<file path="src/rtl/decode_queue_pkg.sv">
// Shared RV32I decode definitions for decode_queue: opcode/funct constants,
// ALU/compare operation codes, operand and write-back selects, immediate
// formats, the decoded micro-op record and small helper functions.
// The M-extension codes are always defined here; whether they are decoded
// is controlled by DECODE_RV32M_EN in rv_decode_core.
package decode_queue_pkg;

  // Major opcodes (instr[6:0])
  localparam logic [6:0] OPC_LUI    = 7'b0110111;
  localparam logic [6:0] OPC_AUIPC  = 7'b0010111;
  localparam logic [6:0] OPC_JAL    = 7'b1101111;
  localparam logic [6:0] OPC_JALR   = 7'b1100111;
  localparam logic [6:0] OPC_BRANCH = 7'b1100011;
  localparam logic [6:0] OPC_LOAD   = 7'b0000011;
  localparam logic [6:0] OPC_STORE  = 7'b0100011;
  localparam logic [6:0] OPC_OP_IMM = 7'b0010011;
  localparam logic [6:0] OPC_OP     = 7'b0110011;

  // funct3 for register/immediate arithmetic
  localparam logic [2:0] F3_ADD_SUB = 3'b000;
  localparam logic [2:0] F3_SLL     = 3'b001;
  localparam logic [2:0] F3_SLT     = 3'b010;
  localparam logic [2:0] F3_SLTU    = 3'b011;
  localparam logic [2:0] F3_XOR     = 3'b100;
  localparam logic [2:0] F3_SRL_SRA = 3'b101;
  localparam logic [2:0] F3_OR      = 3'b110;
  localparam logic [2:0] F3_AND     = 3'b111;

  // funct3 for loads/stores
  localparam logic [2:0] F3_B  = 3'b000;
  localparam logic [2:0] F3_H  = 3'b001;
  localparam logic [2:0] F3_W  = 3'b010;
  localparam logic [2:0] F3_BU = 3'b100;
  localparam logic [2:0] F3_HU = 3'b101;

  // funct3 for branches and JALR
  localparam logic [2:0] F3_BEQ  = 3'b000;
  localparam logic [2:0] F3_BNE  = 3'b001;
  localparam logic [2:0] F3_BLT  = 3'b100;
  localparam logic [2:0] F3_BGE  = 3'b101;
  localparam logic [2:0] F3_BLTU = 3'b110;
  localparam logic [2:0] F3_BGEU = 3'b111;
  localparam logic [2:0] F3_JALR = 3'b000;

  // funct7
  localparam logic [6:0] F7_BASE   = 7'b0000000;
  localparam logic [6:0] F7_ALT    = 7'b0100000;
  localparam logic [6:0] F7_MULDIV = 7'b0000001;

  // ALU operations (5-bit; M-extension occupies 16..23)
  localparam logic [4:0] ALU_OP_ADD    = 5'd0;
  localparam logic [4:0] ALU_OP_SUB    = 5'd1;
  localparam logic [4:0] ALU_OP_SLL    = 5'd2;
  localparam logic [4:0] ALU_OP_SLT    = 5'd3;
  localparam logic [4:0] ALU_OP_SLTU   = 5'd4;
  localparam logic [4:0] ALU_OP_XOR    = 5'd5;
  localparam logic [4:0] ALU_OP_SRL    = 5'd6;
  localparam logic [4:0] ALU_OP_SRA    = 5'd7;
  localparam logic [4:0] ALU_OP_OR     = 5'd8;
  localparam logic [4:0] ALU_OP_AND    = 5'd9;
  localparam logic [4:0] ALU_OP_MUL    = 5'd16;
  localparam logic [4:0] ALU_OP_MULH   = 5'd17;
  localparam logic [4:0] ALU_OP_MULHSU = 5'd18;
  localparam logic [4:0] ALU_OP_MULHU  = 5'd19;
  localparam logic [4:0] ALU_OP_DIV    = 5'd20;
  localparam logic [4:0] ALU_OP_DIVU   = 5'd21;
  localparam logic [4:0] ALU_OP_REM    = 5'd22;
  localparam logic [4:0] ALU_OP_REMU   = 5'd23;
  localparam logic [4:0] ALU_OP_INV    = 5'd31;

  // Branch compare operations (mirror the branch funct3 encodings)
  localparam logic [2:0] CBU_OP_EQ  = 3'd0;
  localparam logic [2:0] CBU_OP_NE  = 3'd1;
  localparam logic [2:0] CBU_OP_INV = 3'd2;
  localparam logic [2:0] CBU_OP_LT  = 3'd4;
  localparam logic [2:0] CBU_OP_GE  = 3'd5;
  localparam logic [2:0] CBU_OP_LTU = 3'd6;
  localparam logic [2:0] CBU_OP_GEU = 3'd7;

  // ALU operand selects and write-back source
  localparam logic [1:0] ALU_SEL1_RS1  = 2'd0;
  localparam logic [1:0] ALU_SEL1_PC   = 2'd1;
  localparam logic [1:0] ALU_SEL1_ZERO = 2'd2;
  localparam logic [1:0] ALU_SEL2_RS2  = 2'd0;
  localparam logic [1:0] ALU_SEL2_IMM  = 2'd1;
  localparam logic [1:0] WB_SEL_ALU    = 2'd0;
  localparam logic [1:0] WB_SEL_LSU    = 2'd1;
  localparam logic [1:0] WB_SEL_PC4    = 2'd2;

  typedef enum logic [2:0] {
    IMM_FMT_I,
    IMM_FMT_S,
    IMM_FMT_B,
    IMM_FMT_J,
    IMM_FMT_U,
    IMM_FMT_NONE
  } imm_fmt_e;

  // One decoded micro-op as stored in the queue (PC is kept alongside).
  typedef struct packed {
    logic        legal;
    logic [1:0]  alusel1;
    logic [1:0]  alusel2;
    logic [4:0]  alu_op;
    logic [2:0]  cmp_op;
    logic        branch;
    logic        jump;
    logic [1:0]  wb_sel;
    logic        rf_we;
    logic        lsu_we;
    logic [3:0]  mask;
    logic        sext;
    logic [4:0]  rd;
    logic [4:0]  rs1;
    logic [4:0]  rs2;
    logic [31:0] imm;
  } decode_entry_t;

  // Value presented at the head whenever the queue is empty.
  function automatic decode_entry_t idle_entry();
    decode_entry_t e;
    e        = '0;
    e.alu_op = ALU_OP_INV;
    e.cmp_op = CBU_OP_INV;
    return e;
  endfunction

  // Base-ISA ALU op selected by funct3 alone (SUB/SRA handled by the caller).
  function automatic logic [4:0] base_alu_op(input logic [2:0] funct3);
    case (funct3)
      F3_ADD_SUB: return ALU_OP_ADD;
      F3_SLL:     return ALU_OP_SLL;
      F3_SLT:     return ALU_OP_SLT;
      F3_SLTU:    return ALU_OP_SLTU;
      F3_XOR:     return ALU_OP_XOR;
      F3_SRL_SRA: return ALU_OP_SRL;
      F3_OR:      return ALU_OP_OR;
      default:    return ALU_OP_AND;
    endcase
  endfunction

  // Immediate assembly; only instr[31:7] carries immediate bits.
  function automatic logic [31:0] gen_imm(input logic [31:7] ins, input imm_fmt_e fmt);
    case (fmt)
      IMM_FMT_I: return {{20{ins[31]}}, ins[31:20]};
      IMM_FMT_S: return {{20{ins[31]}}, ins[31:25], ins[11:7]};
      IMM_FMT_B: return {{19{ins[31]}}, ins[31], ins[7], ins[30:25], ins[11:8], 1'b0};
      IMM_FMT_J: return {{11{ins[31]}}, ins[31], ins[19:12], ins[20], ins[30:21], 1'b0};
      IMM_FMT_U: return {ins[31:12], 12'b0};
      default:   return 32'd0;
    endcase
  endfunction

endpackage

</file>
<file path="src/rtl/decode_queue_if.sv">
// Handshake and decoded-field bundle between fetch, decode_queue and execute.
// slave: the queue itself; master: the environment driving it.
interface decode_queue_if #(
  parameter int DEPTH  = 2,
  parameter int ADDR_W = 32
);
  localparam int CNT_W = $clog2(DEPTH + 1);

  // fetch side
  logic              i_flush;
  logic              i_valid;
  logic              o_ready;
  logic [31:0]       i_instr;
  logic [ADDR_W-1:0] i_pc;

  // execute side
  logic              o_valid;
  logic              i_ready;
  logic [ADDR_W-1:0] o_pc;
  logic              o_legal;
  logic [1:0]        o_alusel1;
  logic [1:0]        o_alusel2;
  logic [4:0]        o_alu_op;
  logic [2:0]        o_cmp_op;
  logic              o_branch;
  logic              o_jump;
  logic [1:0]        o_wb_sel;
  logic              o_rf_we;
  logic              o_lsu_we;
  logic [3:0]        o_mask;
  logic              o_sext;
  logic [4:0]        o_rd;
  logic [4:0]        o_rs1;
  logic [4:0]        o_rs2;
  logic [31:0]       o_imm;
  logic [CNT_W-1:0]  o_count;

  modport slave (
    input  i_flush, i_valid, i_instr, i_pc, i_ready,
    output o_ready, o_valid, o_pc, o_legal, o_alusel1, o_alusel2, o_alu_op,
           o_cmp_op, o_branch, o_jump, o_wb_sel, o_rf_we, o_lsu_we, o_mask,
           o_sext, o_rd, o_rs1, o_rs2, o_imm, o_count
  );

  modport master (
    output i_flush, i_valid, i_instr, i_pc, i_ready,
    input  o_ready, o_valid, o_pc, o_legal, o_alusel1, o_alusel2, o_alu_op,
           o_cmp_op, o_branch, o_jump, o_wb_sel, o_rf_we, o_lsu_we, o_mask,
           o_sext, o_rd, o_rs1, o_rs2, o_imm, o_count
  );
endinterface

</file>
<file path="src/rtl/decode_queue_decode_core.sv">
// rv_decode_core: purely combinational RV32I decoder and immediate
// generator producing one decode_entry_t from a raw instruction.
// Optional feature macro: DECODE_RV32M_EN (decode MUL/DIV/REM family;
// when undefined those encodings decode as illegal).
module rv_decode_core
  import decode_queue_pkg::*;
(
  input  logic [31:0]   instr,
  output decode_entry_t entry
);

  logic [6:0] opcode;
  logic [2:0] funct3;
  logic [6:0] funct7;
  logic [4:0] rd;

  assign opcode = instr[6:0];
  assign funct3 = instr[14:12];
  assign funct7 = instr[31:25];
  assign rd     = instr[11:7];

  logic       legal;
  imm_fmt_e   fmt;
  logic [4:0] alu_op;
  logic [2:0] cmp_op;
  logic [1:0] sel1;
  logic [1:0] sel2;
  logic [1:0] wb_sel;
  logic       branch;
  logic       jump;
  logic       writes;
  logic       store;
  logic [3:0] mask;
  logic       sext;

  // Classify the instruction and derive raw control fields before legality gating.
  always_comb begin
    legal  = 1'b0;
    fmt    = IMM_FMT_NONE;
    alu_op = ALU_OP_ADD;
    cmp_op = CBU_OP_INV;
    sel1   = ALU_SEL1_RS1;
    sel2   = ALU_SEL2_RS2;
    wb_sel = WB_SEL_ALU;
    branch = 1'b0;
    jump   = 1'b0;
    writes = 1'b0;
    store  = 1'b0;
    mask   = 4'b0000;
    sext   = 1'b0;

    case (opcode)
      OPC_LUI: begin
        legal  = 1'b1;
        fmt    = IMM_FMT_U;
        sel1   = ALU_SEL1_ZERO;
        sel2   = ALU_SEL2_IMM;
        writes = 1'b1;
      end
      OPC_AUIPC: begin
        legal  = 1'b1;
        fmt    = IMM_FMT_U;
        sel1   = ALU_SEL1_PC;
        sel2   = ALU_SEL2_IMM;
        writes = 1'b1;
      end
      OPC_JAL: begin
        legal  = 1'b1;
        fmt    = IMM_FMT_J;
        sel1   = ALU_SEL1_PC;
        sel2   = ALU_SEL2_IMM;
        jump   = 1'b1;
        wb_sel = WB_SEL_PC4;
        writes = 1'b1;
      end
      OPC_JALR: begin
        legal  = (funct3 == F3_JALR);
        fmt    = IMM_FMT_I;
        sel2   = ALU_SEL2_IMM;
        jump   = 1'b1;
        wb_sel = WB_SEL_PC4;
        writes = 1'b1;
      end
      OPC_BRANCH: begin
        legal  = 1'b1;
        fmt    = IMM_FMT_B;
        sel1   = ALU_SEL1_PC;
        sel2   = ALU_SEL2_IMM;
        branch = 1'b1;
        case (funct3)
          F3_BEQ:  cmp_op = CBU_OP_EQ;
          F3_BNE:  cmp_op = CBU_OP_NE;
          F3_BLT:  cmp_op = CBU_OP_LT;
          F3_BGE:  cmp_op = CBU_OP_GE;
          F3_BLTU: cmp_op = CBU_OP_LTU;
          F3_BGEU: cmp_op = CBU_OP_GEU;
          default: legal  = 1'b0;
        endcase
      end
      OPC_LOAD: begin
        legal  = 1'b1;
        fmt    = IMM_FMT_I;
        sel2   = ALU_SEL2_IMM;
        wb_sel = WB_SEL_LSU;
        writes = 1'b1;
        case (funct3)
          F3_B:  begin mask = 4'b0001; sext = 1'b1; end
          F3_H:  begin mask = 4'b0011; sext = 1'b1; end
          F3_W:  mask = 4'b1111;
          F3_BU: mask = 4'b0001;
          F3_HU: mask = 4'b0011;
          default: legal = 1'b0;
        endcase
      end
      OPC_STORE: begin
        legal = 1'b1;
        fmt   = IMM_FMT_S;
        sel2  = ALU_SEL2_IMM;
        store = 1'b1;
        case (funct3)
          F3_B:    mask  = 4'b0001;
          F3_H:    mask  = 4'b0011;
          F3_W:    mask  = 4'b1111;
          default: legal = 1'b0;
        endcase
      end
      OPC_OP_IMM: begin
        legal  = 1'b1;
        fmt    = IMM_FMT_I;
        sel2   = ALU_SEL2_IMM;
        writes = 1'b1;
        alu_op = base_alu_op(funct3);
        // Shift-immediates reuse funct7 as an encoding field, so it must be valid.
        if (funct3 == F3_SLL) begin
          legal = (funct7 == F7_BASE);
        end else if (funct3 == F3_SRL_SRA) begin
          if (funct7 == F7_ALT) begin
            alu_op = ALU_OP_SRA;
          end else begin
            legal = (funct7 == F7_BASE);
          end
        end
      end
      OPC_OP: begin
        writes = 1'b1;
        if (funct7 == F7_BASE) begin
          legal  = 1'b1;
          alu_op = base_alu_op(funct3);
        end else if (funct7 == F7_ALT && funct3 == F3_ADD_SUB) begin
          legal  = 1'b1;
          alu_op = ALU_OP_SUB;
        end else if (funct7 == F7_ALT && funct3 == F3_SRL_SRA) begin
          legal  = 1'b1;
          alu_op = ALU_OP_SRA;
        end
`ifdef DECODE_RV32M_EN
        else if (funct7 == F7_MULDIV) begin
          legal  = 1'b1;
          alu_op = ALU_OP_MUL + {2'b00, funct3};
        end
`endif
      end
      default: legal = 1'b0;
    endcase
  end

  // Gate side effects by legality, suppress x0 writes and assemble the entry.
  always_comb begin
    entry         = '0;
    entry.legal   = legal;
    entry.alusel1 = legal ? sel1 : ALU_SEL1_RS1;
    entry.alusel2 = legal ? sel2 : ALU_SEL2_RS2;
    entry.alu_op  = legal ? alu_op : ALU_OP_INV;
    entry.cmp_op  = legal ? cmp_op : CBU_OP_INV;
    entry.branch  = legal && branch;
    entry.jump    = legal && jump;
    entry.wb_sel  = legal ? wb_sel : WB_SEL_ALU;
    entry.rf_we   = legal && writes && (rd != 5'd0);
    entry.lsu_we  = legal && store;
    entry.mask    = legal ? mask : 4'b0000;
    entry.sext    = legal && sext;
    entry.rd      = rd;
    entry.rs1     = instr[19:15];
    entry.rs2     = instr[24:20];
    entry.imm     = legal ? gen_imm(instr[31:7], fmt) : 32'd0;
  end

endmodule

</file>
<file path="src/rtl/decode_queue.sv">
// decode_queue: decodes fetched instructions at push time and buffers the
// resulting micro-ops in a DEPTH-entry FIFO with valid/ready on both sides
// and a flush for redirects. Head outputs come only from registers.
// Optional feature macro: DECODE_RV32M_EN (handled inside rv_decode_core).
module decode_queue
  import decode_queue_pkg::*;
#(
  parameter int DEPTH  = 2,
  parameter int ADDR_W = 32
) (
  input logic           i_clk,
  input logic           i_rst,
  decode_queue_if.slave bus
);

  localparam int PTR_W = (DEPTH > 1) ? $clog2(DEPTH) : 1;
  localparam int CNT_W = $clog2(DEPTH + 1);

  logic [PTR_W-1:0] wr_ptr_reg, wr_ptr_next;
  logic [PTR_W-1:0] rd_ptr_reg, rd_ptr_next;
  logic [CNT_W-1:0] count_reg, count_next;

  decode_entry_t     entry_mem [DEPTH];
  logic [ADDR_W-1:0] pc_mem    [DEPTH];

  decode_entry_t dec_entry;
  decode_entry_t head_entry;
  logic [ADDR_W-1:0] head_pc;

  logic empty;
  logic full;
  logic push;
  logic pop;

  rv_decode_core u_decode (
    .instr (bus.i_instr),
    .entry (dec_entry)
  );

  assign empty = (count_reg == CNT_W'(0));
  assign full  = (count_reg == CNT_W'(DEPTH));
  // A flush discards any same-cycle transfer in either direction.
  assign push  = bus.i_valid && !full && !bus.i_flush;
  assign pop   = bus.i_ready && !empty && !bus.i_flush;

  // Next pointer/occupancy: flush clears, otherwise advance on push/pop.
  always_comb begin
    wr_ptr_next = wr_ptr_reg;
    rd_ptr_next = rd_ptr_reg;
    count_next  = count_reg;
    if (bus.i_flush) begin
      wr_ptr_next = '0;
      rd_ptr_next = '0;
      count_next  = '0;
    end else begin
      if (push) begin
        wr_ptr_next = wr_ptr_reg + PTR_W'(1);
      end
      if (pop) begin
        rd_ptr_next = rd_ptr_reg + PTR_W'(1);
      end
      if (push && !pop) begin
        count_next = count_reg + CNT_W'(1);
      end else if (pop && !push) begin
        count_next = count_reg - CNT_W'(1);
      end
    end
  end

  // Pointer/occupancy registers; reset wins over everything else.
  always_ff @(posedge i_clk) begin
    if (i_rst) begin
      wr_ptr_reg <= '0;
      rd_ptr_reg <= '0;
      count_reg  <= '0;
    end else begin
      wr_ptr_reg <= wr_ptr_next;
      rd_ptr_reg <= rd_ptr_next;
      count_reg  <= count_next;
    end
  end

  // Write the decoded micro-op and its PC into the tail slot on a push.
  always_ff @(posedge i_clk) begin
    if (push) begin
      entry_mem[wr_ptr_reg] <= dec_entry;
      pc_mem[wr_ptr_reg]    <= bus.i_pc;
    end
  end

  // Head view: stored entry when non-empty, otherwise the idle pattern.
  always_comb begin
    head_entry = idle_entry();
    head_pc    = '0;
    if (!empty) begin
      head_entry = entry_mem[rd_ptr_reg];
      head_pc    = pc_mem[rd_ptr_reg];
    end
  end

  assign bus.o_ready   = !full;
  assign bus.o_valid   = !empty;
  assign bus.o_count   = count_reg;
  assign bus.o_pc      = head_pc;
  assign bus.o_legal   = head_entry.legal;
  assign bus.o_alusel1 = head_entry.alusel1;
  assign bus.o_alusel2 = head_entry.alusel2;
  assign bus.o_alu_op  = head_entry.alu_op;
  assign bus.o_cmp_op  = head_entry.cmp_op;
  assign bus.o_branch  = head_entry.branch;
  assign bus.o_jump    = head_entry.jump;
  assign bus.o_wb_sel  = head_entry.wb_sel;
  assign bus.o_rf_we   = head_entry.rf_we;
  assign bus.o_lsu_we  = head_entry.lsu_we;
  assign bus.o_mask    = head_entry.mask;
  assign bus.o_sext    = head_entry.sext;
  assign bus.o_rd      = head_entry.rd;
  assign bus.o_rs1     = head_entry.rs1;
  assign bus.o_rs2     = head_entry.rs2;
  assign bus.o_imm     = head_entry.imm;

endmodule

</file>
<file path="src/flat_wrapper.sv">
// flat-port wrapper written by rule: the top's interface ports become plain ports
module decode_queue_flat import decode_queue_pkg::*;
#(
  parameter int DEPTH  = 2,
  parameter int ADDR_W = 32
)
  (i_clk, i_rst, bus_i_flush, bus_i_valid, bus_i_instr, bus_i_pc, bus_i_ready, bus_o_ready, bus_o_valid, bus_o_pc, bus_o_legal, bus_o_alusel1, bus_o_alusel2, bus_o_alu_op, bus_o_cmp_op, bus_o_branch, bus_o_jump, bus_o_wb_sel, bus_o_rf_we, bus_o_lsu_we, bus_o_mask, bus_o_sext, bus_o_rd, bus_o_rs1, bus_o_rs2, bus_o_imm, bus_o_count);
  decode_queue_if #(.DEPTH(DEPTH), .ADDR_W(ADDR_W)) bus_i ();
  input logic i_clk;
  input logic i_rst;
  input wire logic [$bits(bus_i.i_flush)-1:0] bus_i_flush;
  input wire logic [$bits(bus_i.i_valid)-1:0] bus_i_valid;
  input wire logic [$bits(bus_i.i_instr)-1:0] bus_i_instr;
  input wire logic [$bits(bus_i.i_pc)-1:0] bus_i_pc;
  input wire logic [$bits(bus_i.i_ready)-1:0] bus_i_ready;
  output wire logic [$bits(bus_i.o_ready)-1:0] bus_o_ready;
  output wire logic [$bits(bus_i.o_valid)-1:0] bus_o_valid;
  output wire logic [$bits(bus_i.o_pc)-1:0] bus_o_pc;
  output wire logic [$bits(bus_i.o_legal)-1:0] bus_o_legal;
  output wire logic [$bits(bus_i.o_alusel1)-1:0] bus_o_alusel1;
  output wire logic [$bits(bus_i.o_alusel2)-1:0] bus_o_alusel2;
  output wire logic [$bits(bus_i.o_alu_op)-1:0] bus_o_alu_op;
  output wire logic [$bits(bus_i.o_cmp_op)-1:0] bus_o_cmp_op;
  output wire logic [$bits(bus_i.o_branch)-1:0] bus_o_branch;
  output wire logic [$bits(bus_i.o_jump)-1:0] bus_o_jump;
  output wire logic [$bits(bus_i.o_wb_sel)-1:0] bus_o_wb_sel;
  output wire logic [$bits(bus_i.o_rf_we)-1:0] bus_o_rf_we;
  output wire logic [$bits(bus_i.o_lsu_we)-1:0] bus_o_lsu_we;
  output wire logic [$bits(bus_i.o_mask)-1:0] bus_o_mask;
  output wire logic [$bits(bus_i.o_sext)-1:0] bus_o_sext;
  output wire logic [$bits(bus_i.o_rd)-1:0] bus_o_rd;
  output wire logic [$bits(bus_i.o_rs1)-1:0] bus_o_rs1;
  output wire logic [$bits(bus_i.o_rs2)-1:0] bus_o_rs2;
  output wire logic [$bits(bus_i.o_imm)-1:0] bus_o_imm;
  output wire logic [$bits(bus_i.o_count)-1:0] bus_o_count;
  assign bus_i.i_flush = bus_i_flush;
  assign bus_i.i_valid = bus_i_valid;
  assign bus_i.i_instr = bus_i_instr;
  assign bus_i.i_pc = bus_i_pc;
  assign bus_i.i_ready = bus_i_ready;
  assign bus_o_ready = bus_i.o_ready;
  assign bus_o_valid = bus_i.o_valid;
  assign bus_o_pc = bus_i.o_pc;
  assign bus_o_legal = bus_i.o_legal;
  assign bus_o_alusel1 = bus_i.o_alusel1;
  assign bus_o_alusel2 = bus_i.o_alusel2;
  assign bus_o_alu_op = bus_i.o_alu_op;
  assign bus_o_cmp_op = bus_i.o_cmp_op;
  assign bus_o_branch = bus_i.o_branch;
  assign bus_o_jump = bus_i.o_jump;
  assign bus_o_wb_sel = bus_i.o_wb_sel;
  assign bus_o_rf_we = bus_i.o_rf_we;
  assign bus_o_lsu_we = bus_i.o_lsu_we;
  assign bus_o_mask = bus_i.o_mask;
  assign bus_o_sext = bus_i.o_sext;
  assign bus_o_rd = bus_i.o_rd;
  assign bus_o_rs1 = bus_i.o_rs1;
  assign bus_o_rs2 = bus_i.o_rs2;
  assign bus_o_imm = bus_i.o_imm;
  assign bus_o_count = bus_i.o_count;
  decode_queue #(.DEPTH(DEPTH), .ADDR_W(ADDR_W)) u_core (.i_clk(i_clk), .i_rst(i_rst), .bus(bus_i));
endmodule
</file>
<file path="config.mk">
export PLATFORM = sky130hd
export DESIGN_NAME = decode_queue_flat
export DESIGN_NICKNAME = d
export VERILOG_FILES = /design/src/rtl/decode_queue_pkg.sv /design/src/rtl/decode_queue_if.sv /design/src/rtl/decode_queue_decode_core.sv /design/src/rtl/decode_queue.sv /design/src/flat_wrapper.sv
export SDC_FILE = /design/constraint.sdc
export NUM_CORES = 1
export LEC_CHECK = 0
export BUFFER_PORTS_ARGS = -buffer_cell sky130_fd_sc_hd__buf_2
export CAP_MARGIN = 20
export CELL_PAD_IN_SITES_DETAIL_PLACEMENT = 1
export CELL_PAD_IN_SITES_GLOBAL_PLACEMENT = 1
export CORE_MARGIN = 4
export CORE_UTILIZATION = 48
export DETAILED_ROUTE_END_ITERATION = 8
export PLACE_DENSITY_LB_ADDON = 0.1
export SETUP_SLACK_MARGIN = 0.1
export SLEW_MARGIN = 10
export SYNTH_ARGS = -nofsm -noshare
export SYNTH_HDL_FRONTEND = slang
export SYNTH_SLANG_ARGS = --single-unit
</file>
<file path="constraint.sdc">
create_clock -name i_clk -period 15.26 [get_ports i_clk]
set_clock_uncertainty 0.2 [all_clocks]
set_input_delay 1.526 -clock i_clk [delete_from_list [all_inputs] [get_ports i_clk]]
set_output_delay 1.526 -clock i_clk [all_outputs]
set_load 0.005 [all_outputs]
</file>
# After elaboration in Yosys (flattened, before gate mapping)
# Memory sizes are Yosys's and may differ from the RTL's. A register that Yosys moved wholly into a read port is not among the register bits.
# Cells that the tools add are included.
[word_totals]
reg_bits = 4
latchBits = 0
mem_bits_rw = 206
romBits = 0
in_bits = 69
output_inout_bits = 107
word_cells = 121
memories = 2
[classes]
n_addsub = 4
n_mul = 0
div = 0
n_lt_le_gt_ge = 0
n_eq_ne = 22
shift = 0
n_mux = 51
bitwise_logic = 0
reduce_logical = 39
[memory_table]
columns = ["name", "words", "width", "read_ports", "rd_ports_with_merged_regs", "write_ports", "line_no", "rtl"]
rows = [
  ["u_core.entry_mem", 2, 71, 1, 1, 1, "decode_queue.sv:23", "decode_entry_t entry_mem [DEPTH];"],
  ["u_core.pc_mem", 2, 32, 1, 1, 1, "decode_queue.sv:24", "logic [ADDR_W-1:0] pc_mem [DEPTH];"],
]
[op_table]
columns = ["op", "n"]
rows = [
  ["one-hot mux 32 bit (5 select lines)", 1],
  ["2-to-1 mux 71 bit", 1],
  ["2-to-1 mux 32 bit", 2],
  ["== test 7 x 6 -> 1 bit (second input constant)", 4],
  ["one-hot mux 4 bit (7 select lines)", 1],
  ["2-to-1 mux 5 bit", 5],
  ["one-hot mux 4 bit (3 select lines)", 2],
  ["2-to-1 mux 1 bit", 22],
  ["== test 7 bit (second input constant)", 3],
  ["one-hot mux 3 bit (6 select lines)", 1],
  ["== test 3 bit (second input constant)", 5],
  ["one-hot mux 3 bit (5 select lines)", 1],
  ["== test 7 x 5 -> 1 bit (second input constant)", 2],
  ["logical AND 1 bit", 14],
  ["== test 3 x 2 -> 1 bit (second input constant)", 4],
  ["2-to-1 mux 3 bit", 4],
  ["OR reduction 2 bit", 6],
  ["OR reduction 3 bit", 4],
  ["2-to-1 mux 2 bit", 5],
  ["one-hot mux 5 bit (2 select lines)", 1],
  ["one-hot mux 2 bit (2 select lines)", 2],
  ["one-hot mux 4 bit (2 select lines)", 1],
  ["OR reduction 8 bit", 1],
  ["== test 7 x 2 -> 1 bit (second input constant)", 1],
  ["other kinds (16)", 23],
]

# Depth between registers and ports, before layout
# Gate-level depths: netlist of run 1.
[logic_depth]
depth_word = 8
mapped_depth = 9
depth_no_buf = 9

# Hierarchy
# Synthesis of run 1 repeated with hierarchy kept, for this count alone.
[unflattened]
hier_cells = 670
hier_area_um2 = 9170.0
[modules_own_cells]
columns = ["mod", "instances", "cells_each", "area_per_inst_um2", "seq_area_each_um2"]
rows = [
  ["decode_queue", 1, 464, 8020.2, 6286.0],
  ["rv_decode_core", 1, 206, 1149.9, 0.0],
]

# Worst setup path after synthesis of run 1
# OpenSTA, ideal clock, no wires.
[synth_timing]
path_type = "input to register"
from = "in bus_i_flush"
to = "mem u_core.entry_mem[0][0] in the netlist's numbering, enable pin"
setup_time_ps = 574
arrival_time_ps = 6255
t_required_ps = 14486
setup_slack_ps = 8231
cell_stages = 2
n_path_buf = 0
cell_sequence = "and3b_1 > nor2b_1"
[synth_via]
elab_chain_cells = 4
[synth_lines]
columns = ["item", "line_no", "rtl"]
rows = [
  ["start, declared", "flat_wrapper.sv:11", "input wire logic [$bits(bus_i.i_flush)-1:0] bus_i_flush;"],
  ["logical NOT 1 bit", "decode_queue.sv:43", "assign push = bus.i_valid && !full && !bus.i_flush;"],
  ["logical AND 1 bit", "decode_queue.sv:43", ""],
  ["2-to-1 mux 1 bit", "decode_queue.sv:85", "if (push) begin"],
  ["2-to-1 mux 1 bit (not written as such)", "decode_queue.sv:86", "entry_mem[wr_ptr_reg] <= dec_entry;"],
  ["end, declared", "decode_queue.sv:23", ""],
]
# Every way passes these cells.

# Final worst setup path of run 1
[layout_timing]
from = "reg u_core.count_reg[0], in the netlist u_core.bus.o_count[0]"
to = "out bus_o_alu_op[0]"
[layout_via]
elab_chain_cells = 2
[layout_lines]
columns = ["item", "line_no", "rtl"]
rows = [
  ["start, declared", "decode_queue.sv:21", "logic [CNT_W-1:0] count_reg, count_next;"],
  ["start signal, assigned", "decode_queue.sv:79", "count_reg <= count_next;"],
  ["logical NOT 2 bit", "decode_queue.sv:40", "assign empty = (count_reg == CNT_W'(0));"],
  ["2-to-1 mux 71 bit", "decode_queue.sv:95", "if (!empty) begin"],
  ["end, declared", "flat_wrapper.sv:22", "output wire logic [$bits(bus_i.o_alu_op)-1:0] bus_o_alu_op;"],
]
# Every way passes these cells.

==> load_flow_metrics.sql, run 1 <==
INSERT INTO impl_metrics (metric_group, metric, value, unit) VALUES
('floorplanning', 'design.die.area', '21000', 'um2'),
('drt', 'detailedRoute.firstPassIterationCount', '4', ''),
('global_routing', 'maximum_number_of_pins_on_one_net_before_global_route_repair', '70', ''),
('worst_setup_path', 'worst_path_max_delay_cell', 'buf_4', ''),
('timing', 'whs', '0.3627', 'ns'),
('floorplanning', 'coreArea', '18210', 'um2'),
('final_layout', 'instances_no_fill', '1040', ''),
('min_path', 'min-delay-path-class', 'reg2reg', ''),
('floorplanning', 'io_pins', '176', ''),
('cts', 'worst_path_clk_slew', '0.06', 'ns'),
('placement', 'place_inst', '1000', ''),
('logic_synthesis', 'ys_types', '65', ''),
('min_path', 'worst_hold_startpoint', 'u_core.rd_ptr_reg', ''),
('timing', 'maxSlewViolCount', '0', ''),
('worst_setup_path', 'setup.worst_path.start_class', 'register', ''),
('timing', 'setup-violations-final', '0', ''),
('logic_synthesis', 'postSynthNetCount', '701', ''),
('worst_setup_path', 'worstPathArrival', '2.94', 'ns'),
('timing', 'finalHoldViolations', '0', ''),
('cts', 'ctsResizeCount', '0', ''),
('timing', 'timing.slew.headroom', '28.70', '%'),
('global_routing', 'antenna_violations_before_repair', '0', ''),
('pwr', 'power.static_leakage', '3.700', 'nW'),
('pwr', 'power.ir.vdd_worst', '0.07232', 'mV'),
('floorplanning', 'floorplan.initialDensity', '49.41', '%'),
('cts', 'cts.htree.levels', '1', ''),
('status', 'outcome', 'finished clean', ''),
('drt', 'overall_via_count_from_detail_route', '5683', ''),
('logic_synthesis', 'seq_area_frac_synth', '68.54', '%'),
('cts', 'root_buffer', 'clkbuf_16', ''),
('final_layout', 'largest_register_ff_count', '138', ''),
('timing', 'fin_setup_tns', '0', 'ns'),
('final_layout', 'layout-drive-gt1-share', '31.44', '%'),
('timing', 'unrepaired_setup_endpoints_after_global_routing', 'no', ''),
('floorplanning', 'std_cell_rows', '49', ''),
('final_layout', 'area.growth.synth_to_final', '19.51', '%'),
('logic_synthesis', 'synth-warning-count', '0', ''),
('worst_setup_path', 'crit_type', 'reg2out', ''),
('placement', 'numPortBuffers', '174', ''),
('worst_setup_path', 'cp_slowest_stage_delay', '0.70', 'ns'),
('pwr', 'cellPowerDensity', '116.9', 'nW/um2'),
('floorplanning', 'dieWidth', '144.9', 'um'),
('final_layout', 'layout_commonest_cell', 'edfxtp_1', ''),
('drt', 'route.detailed.wl_per_inst', '20.75', 'um'),
('logic_synthesis', 'ys.flop_type', 'edfxtp_1', ''),
('job', 'maxCapViolations', '0', ''),
('global_routing', 'gr-total-overflow', '0', ''),
('cts', 'cts-buffers-inserted', '22', ''),
('worst_setup_path', 'worst_r2r_startpoint', 'u_core.bus.o_count[0]', ''),
('drt', 'route.detailed.drc', '0', ''),
('logic_synthesis', 'number_of_enable_flip_flop_cells_after_synthesis', '202', ''),
('min_path', 'worst_hold_path.endpoint', 'u_core.rd_ptr_reg', ''),
('global_routing', 'vias_in_the_first_global_route', '6167', ''),
('worst_setup_path', 'path_delay_family', 'buffers and inverters', ''),
('cts', 'clock_tree_from_tritoncts', 'built', ''),
('final_layout', 'top_register', 'u_core.entry_mem', ''),
('timing', 'period_minus_slack', '4.663', 'ns'),
('worst_setup_path', 'critPathCaptureType', 'output port', ''),
('final_layout', 'final_core_utilization', '59.05', '%'),
('worst_setup_path', 'path_buf_inv', '3', ''),
('cts', 'post_cts.repair.setup_buffers', '0', ''),
('final_layout', 'final_cell_area', '10750', 'um2'),
('worst_setup_path', 'worst-path-max-fanout', '65', ''),
('logic_synthesis', 'yosysTopAreaCell', 'edfxtp_1', ''),
('timing', 'clock.fmax', '214.5', 'MHz'),
('cts', 'cts.sinks', '207', ''),
('global_routing', 'track_usage', '20.07', '%'),
('drt', 'antenna_left', '0', ''),
('cts', 'postCtsHoldBufs', '0', ''),
('logic_synthesis', 'synthCells', '631', ''),
('placement', 'routabilityCongestion', '0.8673', '');
## worst max-delay path by stage
stage	slack (ns)	depth (start not counted)	from	endpoint
floorplan	8.23	2	bus_i_flush	u_core.entry_mem[0][0]
global placement	10.98	4	bus_i_flush	u_core.entry_mem[0][59]
detailed placement	10.86	4	bus_i_flush	u_core.entry_mem[0][63]
CTS	10.54	4	register	bus_o_imm[29]
global route	10.29	5	u_core.bus.o_count[0]	bus_o_alu_op[0]
finish	10.60	5	u_core.bus.o_count[0]	bus_o_alu_op[0]
## cell families (layout without fill, tap and decap cells)
kind of cell	after synthesis	in the layout	synth area share, %
flops	207	207	68.54
simple gates	200	200	10.64
mux	103	103	11.47
compound gates	68	68	6.078
buf+inv	44	224	2.406
xor+xnor	7	7	0.6815
fa+ha+maj	1	1	0.1391
other cells	1	1	0.04168
## synth_stat cells (2+ instances only)
cell type	instances
edfxtp_1	202
nor2_1	105
mux2i_1	102
nand2_1	32
a21oi_2	18
clkbuf_1	18
a21oi_1	15
buf_2	14
nor3_1	9
o21ai_0	9
nand3_1	8
a22oi_1	5
and2_1	5
dfxtp_1	5
nor2_2	5
nand2b_1	4
xor2_1	4
and3b_1	3
buf_1	3
buf_4	3
buf_6	3
nor2b_1	3
or2_2	3
xnor2_1	3
a211oi_1	2
and4b_1	2
inv_1	2
nand3b_1	2
nand4_1	2
nand4b_1	2
nor3_2	2
nor3b_1	2
or4_1	2
## power breakdown
part	total [mW]	leakage (nW)	internal, mW	switching, mW
logic	0.0837	1.49	0.0303	0.0534
clock network	0.531	0.359	0.325	0.207
registers	0.642	1.86	0.637	0.00539
## worst register-to-register path, stage by stage, from the launching register on
cell and delay (ns):
dfxtp_1 0.38, nor2_4 0.61, buf_4 0.73, clkinv_1 0.45
nand2_1 0.25, or2_2 0.14, ha_1 0.15, xor2_1 0.15
nor2_1 0.07, xnor2_1 0.14, nor3_1 0.19
## area by class of cell
class	instances	area [um2]
fillers	1807	7457
clock inverters	12	131.4
flip-flops and latches	207	6170
repair buffers	182	930.9
clock buffers	27	590.6
multi-input cells	380	2631
inverters	3	11.26
well taps	229	286.5
## through the flow
step / setup slack (ns) / power (mW)
floorplan: 8.231 / 0.7006
global placement: 10.98 / 0.7344
detailed placement: 10.86 / 0.7387
CTS: 10.54 / 1.271
global route: 10.29 / 1.306
finish: 10.60 / 1.257
## layer usage
| layer | wire length (um) | track usage, % | vias to the layer above |
|---|---|---|---|
| li1 | - | - | 2666 |
| met1 | 9113 | 26.37 | 2830 |
| met2 | 11040 | 35.21 | 154 |
| met3 | 1001 | 3.461 | 33 |
| met4 | 425 | 4.656 | 0 |
| met5 | 0 | 0 | - |
(Power assumes the default switching activity.)
==> inputs of run 2 (changes only) <==
--- a/config.mk
+++ b/config.mk
@@ -10,7 +10,7 @@
 export CELL_PAD_IN_SITES_DETAIL_PLACEMENT = 1
 export CELL_PAD_IN_SITES_GLOBAL_PLACEMENT = 1
 export CORE_MARGIN = 4
-export CORE_UTILIZATION = 48
+export CORE_UTILIZATION = 45
 export DETAILED_ROUTE_END_ITERATION = 8
 export PLACE_DENSITY_LB_ADDON = 0.1
 export SETUP_SLACK_MARGIN = 0.1
==> constraint.sdc (replaced) <==
create_clock -name i_clk -period 4.7 [get_ports i_clk]
set_clock_uncertainty 0.2 [all_clocks]
set_input_delay 0.47 -clock i_clk [delete_from_list [all_inputs] [get_ports i_clk]]
set_output_delay 0.47 -clock i_clk [all_outputs]
set_load 0.005 [all_outputs]
==> load_flow_metrics.sql, run 2 (synthesized netlist as in run 1, its figures left out) <==
INSERT INTO impl_metrics (metric_group, metric, value, unit) VALUES
('timing', 'timing.slew.headroom', '27.82', '%'),
('pwr', 'power.net_switching', '888.1', 'uW'),
('global_routing', 'antenna_violations_before_repair', '0', ''),
('final_layout', 'top_register', 'u_core.entry_mem', ''),
('final_layout', 'final_cell_area', '11170', 'um2'),
('cts', 'post_cts.repair.setup_buffers', '0', ''),
('final_layout', 'number_of_fillers_in_the_final_layout', '2000', ''),
('pwr', 'total_power', '4.020', 'mW'),
('min_path', 'min-delay-path-class', 'in2reg', ''),
('final_layout', 'layout_commonest_cell', 'edfxtp_1', ''),
('worst_setup_path', 'required_time_at_the_worst_slack_endpoint', '4.03', 'ns'),
('final_layout', 'final-seq-area', '6170', 'um2'),
('placement', 'numPortBuffers', '174', ''),
('final_layout', 'largest_register_ff_count', '138', ''),
('timing', 'setup-violations-final', '0', ''),
('placement', 'dpl_cell_area', '10100', 'um2'),
('global_routing', 'vias_in_the_first_global_route', '6329', ''),
('cts', 'insertion_delay', '0.48', 'ns'),
('timing', 'period_minus_slack', '3.247', 'ns'),
('cts', 'root_buffer', 'clkbuf_16', ''),
('pwr', 'sequential_fraction_of_design_power', '51.9', '%'),
('floorplanning', 'die_height', '149.4', 'um'),
('drt', 'wl_met3', '1137', 'um'),
('final_layout', 'area.growth.synth_to_final', '24.13', '%'),
('timing', 'finalWorstSetupSlack', '1.453', 'ns'),
('final_layout', 'insertedDiodeCount', '0', ''),
('global_routing', 'gr-total-overflow', '0', ''),
('placement', 'place_inst', '1037', ''),
('floorplanning', 'dieWidth', '149.4', 'um'),
('worst_setup_path', 'worst-path-max-fanout', '72', ''),
('worst_setup_path', 'worstPathArrival', '2.58', 'ns'),
('worst_setup_path', 'crit_type', 'reg2out', ''),
('floorplanning', 'floorplan.initialDensity', '45.92', '%'),
('timing', 'clock.fmax', '307.9', 'MHz'),
('floorplanning', 'io_pins', '176', ''),
('global_routing', 'maximum_number_of_pins_on_one_net_before_global_route_repair', '87', ''),
('min_path', 'whs_path_depth', '1', ''),
('drt', 'detail_route.wirelength', '22660', 'um'),
('timing', 'final_min_period_over_clock_period', '69.09', '%'),
('cts', 'cts-buffers-inserted', '23', ''),
('cts', 'cts.htree.levels', '1', ''),
('pwr', 'power.ir.vdd_worst', '0.3100', 'mV'),
('global_routing', 'grt_first_pass_wirelength', '35160', 'um'),
('drt', 'overall_via_count_from_detail_route', '5873', ''),
('worst_setup_path', 'r2r.worst_path.cells', '4', ''),
('placement', 'routabilityCongestion', '0.8451', ''),
('drt', 'uppermost_routed_layer', 'met4', ''),
('pwr', 'p_int', '3.132', 'mW'),
('pwr', 'cellPowerDensity', '360.0', 'nW/um2'),
('floorplanning', 'std_cell_rows', '51', ''),
('placement', 'detailed_place_hpwl', '14390', 'um'),
('final_layout', 'final_cell_mix', 'edfxtp_1, buf_2, nor2_1, mux2i_1, dlygate4sd3_1', ''),
('floorplanning', 'coreArea', '19590', 'um2'),
('cts', 'clock_tree_from_tritoncts', 'built', ''),
('worst_setup_path', 'setup.worst_path.start_class', 'register', ''),
('floorplanning', 'design.die.area', '22320', 'um2'),
('final_layout', 'layout-drive-gt1-share', '30.20', '%'),
('timing', 'tightestPinTransition', '1.081', 'ns'),
('cts', 'worst_path_clk_slew', '0.06', 'ns'),
('drt', 'vias_per_cell', '5.263', ''),
('final_layout', 'final_core_utilization', '57.00', '%'),
('pwr', 'p_clk_share', '40.7', '%'),
('drt', 'antenna_left', '0', ''),
('timing', 'unrepaired_setup_endpoints_after_global_routing', 'no', ''),
('drt', 'detailedRoute.firstPassIterationCount', '4', ''),
('pwr', 'power_frac_comb', '7.4', '%'),
('drt', 'route.detailed.wl_per_inst', '20.30', 'um'),
('pwr', 'sw_frac_of_total', '22.09', '%'),
('pwr', 'power.static_leakage', '3.854', 'nW'),
('timing', 'finalHoldViolations', '0', ''),
('timing', 'fin_setup_tns', '0', 'ns'),
('global_routing', 'track_usage', '20.04', '%'),
('status', 'outcome', 'finished clean', ''),
('timing', 'maxSlewViolCount', '0', ''),
('final_layout', 'multiInputGateArea', '2631', 'um2'),
('worst_setup_path', 'critPathCaptureType', 'output port', ''),
('cts', 'cts.sinks', '207', ''),
('final_layout', 'instances_no_fill', '1116', ''),
('drt', 'route.layer.met1.wl', '9558', 'um'),
('timing', 'whs', '0.02779', 'ns'),
('final_layout', 'fin_nets', '905', ''),
('drt', 'route.detailed.drc', '0', ''),
('drt', 'drt-initial-drc-count', '307', ''),
('drt', 'route.met2.wl', '11530', 'um'),
('cts', 'worst_case_clock_buffer_depth', '3', ''),
('placement', 'preCtsSetupSlack', '1.702', 'ns'),
('job', 'maxCapViolations', '0', '');
==> run 2: cell types whose count changed in the layout (fill, tap and decap cells not counted), sizes merged <==
cell	delta
clkinv	+2
clkbuf	+3
dlygate4sd3	+38
bufinv	-3
==> run 2: timing repair <==
action,4_1_cts,5_1_grt
gates resized for setup,0,0
hold buffers,38,0
endpoints found under the hold margin,76,0
==> run 2: power groups by stage <==
stage / clock (mW) / combinational (mW) / sequential (mW)
5_1_grt: 1.76 / 0.329 / 2.09
3_3_place_gp: 0 / 0.268 / 2.12
6_report: 1.64 / 0.298 / 2.09
3_5_place_dp: 0 / 0.275 / 2.12
2_1_floorplan: 0 / 0.152 / 2.12
4_1_cts: 1.68 / 0.303 / 2.09
==> run 2: worst paths after layout <==
check                                            from                      end  slack (ns)
worst max-delay path            u_core.bus.o_count[0]            bus_o_imm[11]        1.45
worst min-delay path                  bus_i_instr[22]  u_core.entry_mem[0][34]        0.03
worst max register to register  u_core.bus.o_count[0]  u_core.entry_mem[1][70]        1.96
worst min register to register      u_core.rd_ptr_reg                 register        0.36
==> run 2: worst max-delay path, cell delays in order, from the launching register on <==
cell     delay, ns
dfxtp_1       0.38
nor2_4        0.53
buf_4         0.70
nor2_1        0.21
buf_2         0.18
==> run 2: layer usage <==
metal / global-route usage (%) / up-vias
met3: 2.917 / 35
met4: 4.897 / 0
met2: 35.43 / 148
li1: - / 2755
met5: 0 / -
met1: 26.18 / 2935
==> run 2: final cells by class <==
| cell class | instances | share of cell area, % |
|---|---|---|
| multi-input combinational | 380 | 23.56 |
| tap | 265 | 2.969 |
| clock buffer | 30 | 5.658 |
| inverter | 3 | 0.1008 |
| clock inverter | 11 | 0.4930 |
| timing repair buffer | 220 | 11.97 |
| sequential | 207 | 55.25 |
==> inputs of run 3 (changes only) <==
==> constraint.sdc (replaced) <==
create_clock -name i_clk -period 3.4 [get_ports i_clk]
set_clock_uncertainty 0.2 [all_clocks]
set_input_delay 0.34 -clock i_clk [delete_from_list [all_inputs] [get_ports i_clk]]
set_output_delay 0.34 -clock i_clk [all_outputs]
set_load 0.005 [all_outputs]
==> load_flow_metrics.sql, run 3 (synthesized netlist as in run 1, its figures left out) <==
INSERT INTO impl_metrics (metric_group, metric, value, unit) VALUES
('timing', 'timing.slew.headroom', '28.24', '%'),
('min_path', 'whs_path_depth', '3', ''),
('drt', 'uppermost_routed_layer', 'met4', ''),
('worst_setup_path', 'required_time_at_the_worst_slack_endpoint', '2.86', 'ns'),
('min_path', 'worst_hold_startpoint', 'bus_i_instr[28]', ''),
('worst_setup_path', 'crit_type', 'reg2out', ''),
('timing', 'final_min_period_over_clock_period', '85.10', '%'),
('cts', 'insertion_delay', '0.50', 'ns'),
('pwr', 'power.ir.vdd_worst', '0.3309', 'mV'),
('floorplanning', 'design.die.area', '22320', 'um2'),
('drt', 'overall_via_count_from_detail_route', '5929', ''),
('cts', 'root_buffer', 'clkbuf_16', ''),
('worst_setup_path', 'critPathCaptureType', 'output port', ''),
('worst_setup_path', 'setup.worst_path.start_class', 'register', ''),
('final_layout', 'area.growth.synth_to_final', '26.05', '%'),
('floorplanning', 'die_height', '149.4', 'um'),
('global_routing', 'maximum_number_of_pins_on_one_net_before_global_route_repair', '96', ''),
('drt', 'antenna_left', '0', ''),
('global_routing', 'vias_in_the_first_global_route', '6465', ''),
('global_routing', 'antenna_violations_before_repair', '0', ''),
('floorplanning', 'coreArea', '19590', 'um2'),
('final_layout', 'insertedDiodeCount', '0', ''),
('job', 'maxCapViolations', '0', ''),
('final_layout', 'top_register', 'u_core.entry_mem', ''),
('drt', 'vias_per_cell', '5.224', ''),
('floorplanning', 'io_pins', '176', ''),
('pwr', 'power.static_leakage', '3.917', 'nW'),
('timing', 'finalHoldViolations', '0', ''),
('global_routing', 'gr-total-overflow', '0', ''),
('drt', 'detail_route.wirelength', '22520', 'um'),
('placement', 'routabilityCongestion', '0.8124', ''),
('worst_setup_path', 'r2r.worst_path.cells', '4', ''),
('timing', 'finalWorstSetupSlack', '0.5065', 'ns'),
('status', 'outcome', 'finished clean', ''),
('worst_setup_path', 'worstPathArrival', '2.35', 'ns'),
('drt', 'route.met2.wl', '11520', 'um'),
('drt', 'route.detailed.drc', '0', ''),
('cts', 'clock_tree_from_tritoncts', 'built', ''),
('worst_setup_path', 'ff2ff_setup_slack', '0.99', 'ns'),
('timing', 'unrepaired_setup_endpoints_after_global_routing', 'no', ''),
('placement', 'preCtsSetupSlack', '0.5351', 'ns'),
('pwr', 'total_power', '5.490', 'mW'),
('final_layout', 'final_cell_mix', 'edfxtp_1, buf_2, nor2_1, mux2i_1, dlygate4sd3_1', ''),
('pwr', 'cellPowerDensity', '484.1', 'nW/um2'),
('min_path', 'min-delay-path-class', 'in2reg', ''),
('timing', 'tightestPinTransition', '1.076', 'ns'),
('drt', 'route.layer.met1.wl', '9578', 'um'),
('cts', 'worst_case_clock_buffer_depth', '3', ''),
('drt', 'drt-initial-drc-count', '241', ''),
('worst_setup_path', 'worst-path-max-fanout', '95', ''),
('drt', 'detailedRoute.firstPassIterationCount', '4', ''),
('global_routing', 'track_usage', '20.05', '%'),
('worst_setup_path', 'worst_r2r_endpoint', 'u_core.pc_mem[1][6]', ''),
('worst_setup_path', 'worst_r2r_startpoint', 'u_core.bus.o_count[0]', ''),
('final_layout', 'layout_commonest_cell', 'edfxtp_1', ''),
('floorplanning', 'floorplan.initialDensity', '45.92', '%'),
('timing', 'period_minus_slack', '2.893', 'ns'),
('cts', 'cts.htree.levels', '1', ''),
('cts', 'cts-buffers-inserted', '23', ''),
('placement', 'numPortBuffers', '174', ''),
('timing', 'maxSlewViolCount', '0', ''),
('final_layout', 'layout-drive-gt1-share', '29.66', '%'),
('cts', 'cts.sinks', '207', ''),
('global_routing', 'grt_first_pass_wirelength', '35360', 'um'),
('min_path', 'worst_hold_path.endpoint', 'u_core.entry_mem[1][8]', ''),
('timing', 'setup-violations-final', '0', ''),
('drt', 'route.detailed.wl_per_inst', '19.84', 'um'),
('cts', 'worst_path_clk_slew', '0.06', 'ns'),
('worst_setup_path', 'worst_path_max_delay_cell', 'buf_4', ''),
('final_layout', 'largest_register_ff_count', '138', ''),
('floorplanning', 'dieWidth', '149.4', 'um'),
('worst_setup_path', 'cp_slowest_stage_delay', '0.76', 'ns'),
('timing', 'clock.fmax', '345.6', 'MHz'),
('final_layout', 'fin_nets', '924', ''),
('worst_setup_path', 'crit_chain', 'nor2_4, buf_4, nor2_1, buf_2', ''),
('drt', 'wl_met3', '1012', 'um'),
('placement', 'detailed_place_hpwl', '14830', 'um'),
('timing', 'fin_setup_tns', '0', 'ns'),
('floorplanning', 'std_cell_rows', '51', '');
==> run 3: metrics by stage <==
stage	hold slack, ns	area, um2	std cells	util [%]
floorplan	0.2167	9005	631	-
global placement	0.3291	10170	1043	51.91
detailed placement	0.3317	10170	1043	51.91
CTS	0.03534	11330	1134	57.83
global route	0.05025	11340	1135	57.88
finish	0.05125	11340	1135	57.88
==> run 3: worst max-delay path by stage <==
stage | endpoint | slack, ns | from | cells past startpoint
finish | bus_o_imm[11] | 0.51 | u_core.bus.o_count[1] | 4
global route | bus_o_imm[11] | 0.39 | u_core.bus.o_count[1] | 4
CTS | bus_o_imm[11] | 0.54 | u_core.bus.o_count[1] | 4
detailed placement | u_core.entry_mem[1][11] | 0.54 | bus_i_instr[2] | 6
global placement | u_core.entry_mem[0][66] | 0.65 | bus_i_instr[2] | 6
floorplan | u_core.entry_mem[0][0] | 0.43 | u_core.bus.o_count[0] | 3
==> run 3: layout make-up <==
cell class	instances	area [um2]
fillers	1987	8250
flip-flops and latches	207	6170
multi-input cells	380	2631
repair buffers	239	1538
clock buffers	28	594.3
well taps	265	331.6
clock inverters	13	63.81
inverters	3	11.26
==> run 3: timing repair <==
| item | CTS | global route |
|---|---|---|
| buffers inserted | 0 | 0 |
| gates resized for setup | 0 | 0 |
| hold endpoints to repair | 99 | 0 |
| hold buffers | 50 | 0 |
==> run 3: critical path, delay by kind of cell, from the launching register on <==
family / cells / cell delay, ns
buf+inv: 2 / 0.96
flops: 1 / 0.38
simple gates: 2 / 0.38
==> run 3: where the power goes <==
group	switching (mW)	internal, mW	leakage [nW]
logic	0.250	0.180	1.75
registers	0.0227	2.86	1.86
clock network	0.941	1.24	0.314
==> run 3: per-layer routing <==
metal  GRT usage, %  up-vias
met2          35.57      141
li1               -     2795
met3          3.160       31
met1          25.86     2962
met4          5.034        0
met5              0        -
